$ cat src/rtl/binary_to_bcd_seq_if.sv
// Handshake/result bundle for binary_to_bcd_seq.
// master = requester (drives start/bin_in), slave = converter.
// Optional macro SIGNED_INPUT_EN adds the neg result bit.
interface binary_to_bcd_seq_if #(
    parameter int WIDTH  = 8,
    parameter int DIGITS = 3
);
    logic                  start;
    logic [WIDTH-1:0]      bin_in;
    logic                  busy;
    logic                  done;
    logic [4*DIGITS-1:0]   bcd_out;
    logic                  overflow;
`ifdef SIGNED_INPUT_EN
    logic                  neg;

    modport master (output start, bin_in, input busy, done, bcd_out, overflow, neg);
    modport slave  (input start, bin_in, output busy, done, bcd_out, overflow, neg);
`else
    modport master (output start, bin_in, input busy, done, bcd_out, overflow);
    modport slave  (input start, bin_in, output busy, done, bcd_out, overflow);
`endif
endinterface

$ cat src/rtl/binary_to_bcd_seq.sv
// Sequential double-dabble binary-to-BCD converter, one input bit per clock.
// IDLE -> SHIFT (WIDTH steps) -> DONE_ST (one-cycle done pulse) -> IDLE.
// Optional macro SIGNED_INPUT_EN: bin_in is two's complement, the magnitude
// is converted and the sign is reported on bus.neg.
module binary_to_bcd_seq #(
    parameter int WIDTH  = 8,
    parameter int DIGITS = 3
) (
    input  logic                  clk,
    input  logic                  rst_n,
    binary_to_bcd_seq_if.slave    bus
);
    localparam int BW = 4 * DIGITS;
    localparam int CW = $clog2(WIDTH + 1);

    typedef enum logic [1:0] {IDLE, SHIFT, DONE_ST} state_t;

    state_t           state_q, state_d;
    logic [WIDTH-1:0] opnd_q, opnd_d;
    logic [BW-1:0]    acc_q, acc_d;
    logic [BW-1:0]    bcd_q, bcd_d;
    logic [CW-1:0]    cnt_q, cnt_d;
    logic             ovf_q, ovf_d;          // sticky carry out of top digit
    logic             ovf_out_q, ovf_out_d;
    logic             busy_q, busy_d;
    logic             done_q, done_d;

    logic [BW-1:0]    acc_adj;
    logic [BW:0]      acc_shl;               // [BW] is the bit leaving the top digit
    logic [WIDTH-1:0] cap_val;

`ifdef SIGNED_INPUT_EN
    logic             neg_cap_q, neg_cap_d;
    logic             neg_q, neg_d;

    // Magnitude as unsigned WIDTH bits so the most negative value still fits.
    always_comb begin
        cap_val = bus.bin_in[WIDTH-1] ? (WIDTH'(0) - bus.bin_in) : bus.bin_in;
    end
`else
    // Unsigned operand is captured as-is.
    always_comb begin
        cap_val = bus.bin_in;
    end
`endif

    // Add-3 correction on every digit in parallel, then shift in the next operand bit.
    always_comb begin
        acc_adj = acc_q;
        for (int k = 0; k < DIGITS; k++) begin
            if (acc_q[4*k +: 4] >= 4'd5)
                acc_adj[4*k +: 4] = acc_q[4*k +: 4] + 4'd3;
        end
        acc_shl = {acc_adj, opnd_q[WIDTH-1]};
    end

    // Next-state and datapath control; results only move on the final shift.
    always_comb begin
        state_d   = state_q;
        opnd_d    = opnd_q;
        acc_d     = acc_q;
        cnt_d     = cnt_q;
        ovf_d     = ovf_q;
        bcd_d     = bcd_q;
        ovf_out_d = ovf_out_q;
        busy_d    = busy_q;
        done_d    = 1'b0;
`ifdef SIGNED_INPUT_EN
        neg_cap_d = neg_cap_q;
        neg_d     = neg_q;
`endif
        unique case (state_q)
            IDLE: begin
                if (bus.start) begin
                    opnd_d  = cap_val;
                    acc_d   = '0;
                    ovf_d   = 1'b0;
                    cnt_d   = CW'(WIDTH);
                    busy_d  = 1'b1;
                    state_d = SHIFT;
`ifdef SIGNED_INPUT_EN
                    neg_cap_d = bus.bin_in[WIDTH-1];
`endif
                end
            end
            SHIFT: begin
                acc_d  = acc_shl[BW-1:0];
                opnd_d = {opnd_q[WIDTH-2:0], 1'b0};
                ovf_d  = ovf_q | acc_shl[BW];
                cnt_d  = cnt_q - 1'b1;
                if (cnt_q == CW'(1)) begin
                    bcd_d     = acc_shl[BW-1:0];
                    ovf_out_d = ovf_q | acc_shl[BW];
                    busy_d    = 1'b0;
                    done_d    = 1'b1;
                    state_d   = DONE_ST;
`ifdef SIGNED_INPUT_EN
                    neg_d     = neg_cap_q;
`endif
                end
            end
            DONE_ST: begin
                state_d = IDLE;
            end
            default: begin
                state_d = IDLE;
            end
        endcase
    end

    // State and datapath registers; reset aborts any conversion in flight.
    always_ff @(posedge clk or negedge rst_n) begin
        if (!rst_n) begin
            state_q   <= IDLE;
            opnd_q    <= '0;
            acc_q     <= '0;
            cnt_q     <= '0;
            ovf_q     <= 1'b0;
            bcd_q     <= '0;
            ovf_out_q <= 1'b0;
            busy_q    <= 1'b0;
            done_q    <= 1'b0;
`ifdef SIGNED_INPUT_EN
            neg_cap_q <= 1'b0;
            neg_q     <= 1'b0;
`endif
        end else begin
            state_q   <= state_d;
            opnd_q    <= opnd_d;
            acc_q     <= acc_d;
            cnt_q     <= cnt_d;
            ovf_q     <= ovf_d;
            bcd_q     <= bcd_d;
            ovf_out_q <= ovf_out_d;
            busy_q    <= busy_d;
            done_q    <= done_d;
`ifdef SIGNED_INPUT_EN
            neg_cap_q <= neg_cap_d;
            neg_q     <= neg_d;
`endif
        end
    end

    assign bus.busy     = busy_q;
    assign bus.done     = done_q;
    assign bus.bcd_out  = bcd_q;
    assign bus.overflow = ovf_out_q;
`ifdef SIGNED_INPUT_EN
    assign bus.neg      = neg_q;
`endif

endmodule

$ cat src/flat_wrapper.sv
// flat-port wrapper written by rule: the top's interface ports become plain ports
module binary_to_bcd_seq_flat 
#(
    parameter int WIDTH  = 8,
    parameter int DIGITS = 3
)
  (clk, rst_n, bus_start, bus_bin_in, bus_busy, bus_done, bus_bcd_out, bus_overflow);
  binary_to_bcd_seq_if #(.WIDTH(WIDTH), .DIGITS(DIGITS)) bus_i ();
  input  logic clk;
  input  logic rst_n;
  input wire logic [$bits(bus_i.start)-1:0] bus_start;
  input wire logic [$bits(bus_i.bin_in)-1:0] bus_bin_in;
  output wire logic [$bits(bus_i.busy)-1:0] bus_busy;
  output wire logic [$bits(bus_i.done)-1:0] bus_done;
  output wire logic [$bits(bus_i.bcd_out)-1:0] bus_bcd_out;
  output wire logic [$bits(bus_i.overflow)-1:0] bus_overflow;
  assign bus_i.start = bus_start;
  assign bus_i.bin_in = bus_bin_in;
  assign bus_busy = bus_i.busy;
  assign bus_done = bus_i.done;
  assign bus_bcd_out = bus_i.bcd_out;
  assign bus_overflow = bus_i.overflow;
  binary_to_bcd_seq #(.WIDTH(WIDTH), .DIGITS(DIGITS)) u_core (.clk(clk), .rst_n(rst_n), .bus(bus_i));
endmodule
$ cat config.mk
export PLATFORM = sky130hd
export DESIGN_NAME = binary_to_bcd_seq_flat
export DESIGN_NICKNAME = d
export VERILOG_FILES = /design/src/rtl/binary_to_bcd_seq_if.sv /design/src/rtl/binary_to_bcd_seq.sv /design/src/flat_wrapper.sv
export SDC_FILE = /design/constraint.sdc
export NUM_CORES = 1
export LEC_CHECK = 0
export ABC_AREA = 1
export CORE_MARGIN = 10
export CORE_UTILIZATION = 33
export DETAILED_ROUTE_END_ITERATION = 8
export PLACE_DENSITY = 0.6
export SYNTH_ARGS = -nofsm -noshare
export SYNTH_HDL_FRONTEND = slang
export SYNTH_SLANG_ARGS = --single-unit
$ cat constraint.sdc
create_clock -name clk -period 2.73 [get_ports clk]
set_input_delay 0.273 -clock clk [delete_from_list [all_inputs] [get_ports clk]]
set_output_delay 0.273 -clock clk [all_outputs]
set_load 0.1 [all_outputs]
### Word level (Yosys, flattened, before mapping)

Index checks and enable logic that the tools add are counted.

| word-level totals | value |
|---|---|
| output and inout bits | 15 |
| input bits | 11 |
| word-level logic and storage cells | 46 |
| bits in registers | 42 |

| cells by class | value |
|---|---|
| reduce and logical (&&, ||, !) cells | 6 |
| muxes and demuxes | 19 |
| bitwise logic cells | 1 |
| $lt $le $gt $ge | 3 |
| add/subtract/negate cells | 4 |
| equality and inequality tests | 4 |

Operators with widths:

| operator | count |
|---|---|
| case mux 12 bit (2 select lines) | 1 |
| two-way mux 4 bit | 4 |
| case mux 8 bit (2 select lines) | 1 |
| adder 4 x 2 -> 4 bit, second input constant | 3 |
| >= comparator 4 x 3 -> 1 bit, second input constant | 3 |
| two-way mux 12 bit | 1 |
| two-way mux 8 bit | 1 |
| case mux 4 bit (2 select lines) | 1 |
| AND reduction 2 bit | 3 |
| two-way mux 1 bit | 5 |
| == test 4 x 1 -> 1 bit, second input constant | 1 |
| two-way mux 2 bit | 2 |
| case mux 1 bit (2 select lines) | 2 |
| case mux 2 bit (2 select lines) | 1 |
| subtractor 4 x 1 -> 4 bit, second input constant | 1 |
| AND reduction 3 bit | 1 |
| == test 2 x 1 -> 1 bit, second input constant | 1 |
| zero test 2 bit | 1 |
| != test 2 x 1 -> 1 bit, second input constant | 1 |
| != test 2 bit, second input constant | 1 |
| nonzero test 2 bit | 1 |
| OR 1 bit | 1 |

### Depth between registers and ports, before layout

Gate-level depths: netlist (run 1).

| depth | value |
|---|---|
| depth in word-level cells | 4 |
| mapped depth | 10 |
| depth with buffers taken out | 10 |

### Worst setup path before layout (run 1)

OpenSTA, ideal clock, no wires.

| timing path | value |
|---|---|
| path type | reg2reg |
| start | register u_core.acc_q[0] |
| end | register u_core.bcd_q[1] (netlist: u_core.bus.bcd_out[1]) |
| arrival | 1.238 ns |
| cell stages (with the launch flop) | 9 |
| path buffers | 0 |
| data required time | 2.662 ns |
| slack | 1.425 ns |
| clock period less this slack | 1.305 ns |
| library setup time | 0.068 ns |
| cells stage by stage | dfrtp_1 inv_1 ha_1 inv_1 o21ai_0 nand2_1 nand2_1 nand3_1 nand2_1 |

| between the ends | value |
|---|---|
| cells in the longest elaborated chain, start to end | 2 |
| elaborated cells between the ends (all ways) | 3 |
| those cells by class | 1 x add/sub; 1 x order compare; 1 x mux |

RTL lines:

| item | line | text |
|---|---|---|
| start: declaration | binary_to_bcd_seq.sv:20 | `logic [BW-1:0] acc_q, acc_d;` |
| start signal: assignment | binary_to_bcd_seq.sv:116 | `acc_q <= '0;` |
| start signal: assignment | binary_to_bcd_seq.sv:130 | `acc_q <= acc_d;` |
| adder 4 x 2 -> 4 bit / >= comparator 4 x 3 -> 1 bit (equally long branches) | binary_to_bcd_seq.sv:52, binary_to_bcd_seq.sv:51 |  |
| two-way mux 4 bit (*) | binary_to_bcd_seq.sv:51 | `if (acc_q[4*k +: 4] >= 4'd5)` |
| end signal: assignment | binary_to_bcd_seq.sv:119 | `bcd_q <= '0;` |
| end signal: assignment | binary_to_bcd_seq.sv:133 | `bcd_q <= bcd_d;` |
| end: declaration | binary_to_bcd_seq.sv:21 | `logic [BW-1:0] bcd_q, bcd_d;` |

Mark *: on every way between the ends. The rest lies on a longest branch, timed or not.
A chain may end at the register's enable or synchronous reset.

### Worst setup path in the final report (run 1)

| timing path | value |
|---|---|
| start | register u_core.state_q[1] |
| end | register u_core.acc_q[4] |

| between the ends | value |
|---|---|
| cells in the longest elaborated chain, start to end | 3 |
| elaborated cells between the ends (all ways) | 6 |
| those cells by class | 2 x eq/ne; 1 x mux; 3 x reduce/logical |

RTL lines:

| item | line | text |
|---|---|---|
| start: declaration | binary_to_bcd_seq.sv:18 | `state_t state_q, state_d;` |
| start signal: assignment | binary_to_bcd_seq.sv:128 | `state_q <= state_d;` |
| == test 2 x 1 -> 1 bit / zero test 2 bit (equally long branches) | binary_to_bcd_seq.sv:72 | `unique case (state_q)` |
| nonzero test 2 bit (no source line) / != test 2 bit (equally long branches) | - |  |
| AND reduction 2 bit (no source line) | - |  |

Several ways; a longest one is shown, not always the timed one.

==> impl_metrics.yaml, run 1 <==
status:
  status: "finished, final reports clean"
clock_network:
  worstSkewPairLatency_ps: 290
  cts.sinks: 42
  cts-hold-fix-buffers: 0
  cts_resized: 0
  htreeDepth: 2
  cts_buffers: 5
  cts_setup_buffers: 0
  clock_path_buffers: 2
  cts-root-buf: "clkbuf_8"
  cts_tree: "built"
  cts.clk_slew.worst_paths_ps: 80
layout:
  drive_gt1_share_pct: 12.0
  final_common_cell: "nand2_1"
  fillers: 602
  final_cell_mix: "nand2_1, dfrtp_1, inv_1, nand3_1, buf_4"
  final_nets: 286
  area_growth_pct: 19.4
  diodes: 0
global_routing:
  grt.overflow.total: 0
  antenna_found_initial: 0
  grt_pass1_wl_um: 7750
  first_global_vias: 1679
  grt_max_degree: 43
  grt_usage_pct: 9.58
sta:
  setup_viol: 0
  hold_viol_final: 0
  skew_ps: 3.36
  final.setup.tns_ps: 0
  finalCriticalPeriod_ps: 1630
  holdWs_ps: 125
  slew_violations: 0
  fmax_mhz: 614
  tightest_slew_ps: 949
  fin_crit_sh_pct: 59.6
  relSlewSlack_pct: 36.7
  rsz0062_at_grt: "false"
setup_path:
  r2r-start: "u_core.state_q[1]"
  path_cells: "nor2_4 > inv_2 > nand2_1 > inv_2 > nand2_1 > nand2_1"
  crit_path_top_delay_cell: "nand2_1"
  timing.critical_path.mode_cell: "nand2_1"
  worstPathRequired_ps: 2920
  arrival_ps: 1810
  path_class: "flop to flop"
  critPathMaxFanout: 21
  crit_path_max_incr_delay_ps: 500
  startpoint: "u_core.state_q[1]"
  crit_path_start_kind: "flop"
  crit_path_end_kind: "flop"
worst_hold_path:
  worstHoldPathType: "input port to asynchronous set/reset pin"
route:
  post_drt_via_cell_ratio: 4.66
  drtAntennaViolNets: 0
  drtIter0Drc: 71
  vias: 1594
  drc: 0
  drt-pass1-iter-count: 4
  routed_wl_um: 4330
  routedWlPerCell_um: 12.7
placed_design:
  portBuffers: 25
  hpwl_um: 2990
  gp_congestion: 0.753
run:
  cap_violations: 0
die:
  pin_count: 26
  dieArea_um2: 9590
  core-area_um2: 5920
  initial_utilization_pct: 33.9
  die_h_um: 97.9
  num_rows: 28
  die_x_um: 97.9
synthesis:
  yosys.area_share.simple_pct: 23.5
  yosys_warnings: 0
  synth_area_per_cell_um2: 8.39
  syn_inst: 239
  synth_area_um2: 2000
  synth_compound_area_share_pct: 10.9
  ys_ff_latch: 42
  ys_seq_area_share_pct: 52.4
  yosys.area_share.adder_pct: 4.99
  synth-xor-area-share_pct: 0
  synthesis.nets: 258
  yosysUniqueCellTypes: 21
  synth_top_family_by_area: "simple AND/OR/NAND/NOR gates"
  synthMuxAreaShare_pct: 0
[flip-flops by register name, summed over array words and instances, names as in the netlist]
signal	cells
u_core.bus.done	1
u_core.ovf_q	1
u_core.bus.bcd_out	12
u_core.cnt_q	4
u_core.acc_q	12
u_core.opnd_q	8
u_core.state_q	2
u_core.bus.overflow	1
u_core.bus.busy	1
[synth_stat cells (all sizes together)]
cell | n | share of area, %
o211ai | 8 | 3.0
nor2 | 5 | 1.4
o22ai | 5 | 1.6
nand2 | 80 | 15
or2 | 1 | 0.31
dfrtp | 42 | 52
buf | 6 | 2.1
o21ai | 19 | 4.9
nor3 | 2 | 0.50
a22oi | 1 | 0.37
nand3 | 25 | 6.2
a21oi | 4 | 1.0
ha | 8 | 5.0
inv | 33 | 6.2
[per-stage QoR]
step | utilization (%) | instance area [um2] | setup slack [ps] | std cells
floorplan | - | 2000 | 1420 | 239
global placement | 38.5 | 2280 | 916 | 335
detailed placement | 38.5 | 2280 | 878 | 335
CTS | 40.4 | 2390 | 1100 | 342
global route | 40.4 | 2390 | 923 | 342
finish | 40.4 | 2390 | 1100 | 342
[layout make-up]
type / count / area [um2] / area share (%)
Sequential cell: 42 / 1050 / 43.9
Multi-Input combinational cell: 158 / 788 / 32.9
Timing Repair Buffer: 27 / 223 / 9.31
Inverter: 33 / 124 / 5.18
Tap cell: 75 / 93.8 / 3.92
Clock buffer: 6 / 82.6 / 3.45
Clock inverter: 1 / 30.0 / 1.26
[metal layers]
layer,GRT usage (%),share of wire [%],wire [um]
met1,10.9,46,2000
met2,16.1,48,2080
met3,2.75,3.7,161
met4,4.59,1.9,83
met5,0,0,0
[critical path, delay by kind of cell (launching register included)]
kind,cells,cell delay (ps)
flops,1,410
simple gates,4,790
buf+inv,2,310
[kinds of logic after synthesis]
logic type / Yosys count
AO/OA/AOI/OAI: 37
flip-flops: 42
adder cells (fa/ha/maj): 8
buffers and inverters: 39
AND/OR/NAND/NOR: 113
[path summary, 6_finish.rpt]
kind / endpoint / slack [ps] / cells after the start
min: u_core.opnd_q[4] / 120 / 1
min in group clk: u_core.opnd_q[0] / 480 / 2
max in group asynchronous: u_core.bus.bcd_out[9] / 2010 / 1
max reg2reg: u_core.acc_q[4] / 1100 / 6
max: u_core.acc_q[4] / 1100 / 6
min reg2reg: u_core.opnd_q[0] / 480 / 2
Power of run 1 is left out: the tool's default activity adds up to more than one toggle a clock period on the data nets, which glitch-free logic cannot reach.
==> inputs of run 2 (changes only) <==
--- a/config.mk
+++ b/config.mk
@@ -9,7 +9,7 @@
 export CORE_MARGIN = 10
 export CORE_UTILIZATION = 33
 export DETAILED_ROUTE_END_ITERATION = 8
-export PLACE_DENSITY = 0.6
+export PLACE_DENSITY = 0.62
 export SYNTH_ARGS = -nofsm -noshare
 export SYNTH_HDL_FRONTEND = slang
 export SYNTH_SLANG_ARGS = --single-unit
==> constraint.sdc (replaced) <==
create_clock -name clk -period 1.45 [get_ports clk]
set_input_delay 0.145 -clock clk [delete_from_list [all_inputs] [get_ports clk]]
set_output_delay 0.145 -clock clk [all_outputs]
set_load 0.1 [all_outputs]
==> run 2 against run 1 <==
Utilization is 4.2 points higher. Final cell count is 1.8% higher. Maximum frequency is 20% higher. Highest routed layer unchanged.
==> impl_metrics.yaml, run 2 (synthesized netlist as in run 1, its figures left out) <==
sta:
  hold_viol_final: 0
  setup_viol: 0
  holdWs_ps: 348
  fin_crit_sh_pct: 93.9
  slew_violations: 0
  tightest_slew_ps: 371
  rsz0062_at_grt: "true"
  final.setup.tns_ps: 0
  skew_ps: 5.50
  relSlewSlack_pct: 75.2
  finalCriticalPeriod_ps: 1360
  fmax_mhz: 735
layout:
  multi_input_area_um2: 815
  diodes: 0
  final_common_cell: "nand2_1"
  final_nets: 292
  register_area_um2: 1050
  fin_cells: 348
  fillers: 558
  area_growth_pct: 31.6
  final_cell_mix: "nand2_1, dfrtp_1, inv_1, nand3_1, buf_12"
  drive_gt1_share_pct: 16.5
worst_hold_path:
  worstHoldPathType: "input port to asynchronous set/reset pin"
clock_network:
  cts-root-buf: "clkbuf_8"
  cts.sinks: 42
  cts_tree: "built"
  clock_path_buffers: 2
  htreeDepth: 2
  worstSkewPairLatency_ps: 290
  cts.clk_slew.worst_paths_ps: 80
  cts_buffers: 5
die:
  num_rows: 28
  dieArea_um2: 9590
  die_x_um: 97.9
  core-area_um2: 5920
  pin_count: 26
  die_h_um: 97.9
  initial_utilization_pct: 33.9
route:
  vias: 1641
  routed_wl_um: 4230
  routedWlPerCell_um: 12.2
  drtIter0Drc: 55
  drtAntennaViolNets: 0
  drc: 0
  drt-pass1-iter-count: 4
  post_drt_via_cell_ratio: 4.72
setup_path:
  worstPathRequired_ps: 1680
  critPathMaxFanout: 4
  crit_path_end_kind: "flop"
  path_class: "flop to flop"
  arrival_ps: 1590
  crit_path_start_kind: "flop"
global_routing:
  grt_usage_pct: 9.18
  grt_pass1_wl_um: 7320
  antenna_found_initial: 0
  first_global_vias: 1598
  grt_max_degree: 43
  grt.overflow.total: 0
placed_design:
  portBuffers: 25
  placedCellCount: 339
  gp_congestion: 0.858
  hpwl_um: 3030
status:
  status: "finished, final reports clean"
run:
  cap_violations: 0
-- run 2: changes by cell type in the layout (fill, tap and decap cells not counted), sizes merged --
cell	delta
clkinv	+2
bufinv	-1
buf	+5
clkbuf	-1
dlygate4sd3	+1
-- run 2: final cells by class --
type,count,area share (%)
flip-flops and latches,42,39.8
multi-input cells,158,30.9
repair buffers,33,18.0
inverters,33,4.79
well taps,75,3.56
clock buffers,5,2.61
clock inverters,2,0.379
-- run 2: worst paths after layout --
| check | start | endpoint | slack (ps) | depth (start not counted) |
|---|---|---|---|---|
| max | u_core.acc_q[8] | u_core.acc_q[10] | 90 | 9 |
| min | rst_n | u_core.opnd_q[5] | 350 | 3 |
| max reg2reg | u_core.acc_q[8] | u_core.acc_q[10] | 90 | 9 |
| min reg2reg | u_core.opnd_q[0] | u_core.opnd_q[0] | 480 | 2 |
| max in group asynchronous | rst_n | u_core.bus.overflow | 900 | 3 |
| min in group clk | bus_bin_in[0] | u_core.opnd_q[0] | 390 | 3 |
-- run 2: what timing repair did --
item | 4_1_cts | 5_1_grt
pin swaps | 0 | 1
setup endpoints to repair | 6 | 21
hold buffers | 1 | 0
buffers inserted | 0 | 1
gates resized for setup | 1 | 12
hold endpoints to repair | 42 | 0
-- run 2: through the flow --
| stage | util [%] | cell area (um2) | setup WS [ps] |
|---|---|---|---|
| floorplan | - | 2000 | 145 |
| global placement | 42.4 | 2510 | 90.4 |
| detailed placement | 42.4 | 2510 | -23.7 |
| CTS | 43.9 | 2600 | 51.6 |
| global route | 44.6 | 2640 | -15.7 |
| finish | 44.6 | 2640 | 89.1 |
-- run 2: per-layer routing --
layer  GRT usage, %  vias up  share of wire, %
met1           9.90      780                43
met2           15.7       23                50
li1               -      832                 -
met5              0        -                 0
met4           4.81        0               2.1
met3           2.89        6               4.2
-- run 2: critical path, cell delays in order (launching register included) --
cell	delay (ps)
dfrtp_1	430
buf_4	160
ha_1	180
nand2_1	70
nand2_2	60
inv_1	100
nand2_2	70
nand2_1	90
nand3_1	70
nand2_1	70
Power of run 2 is left out for the same reason.
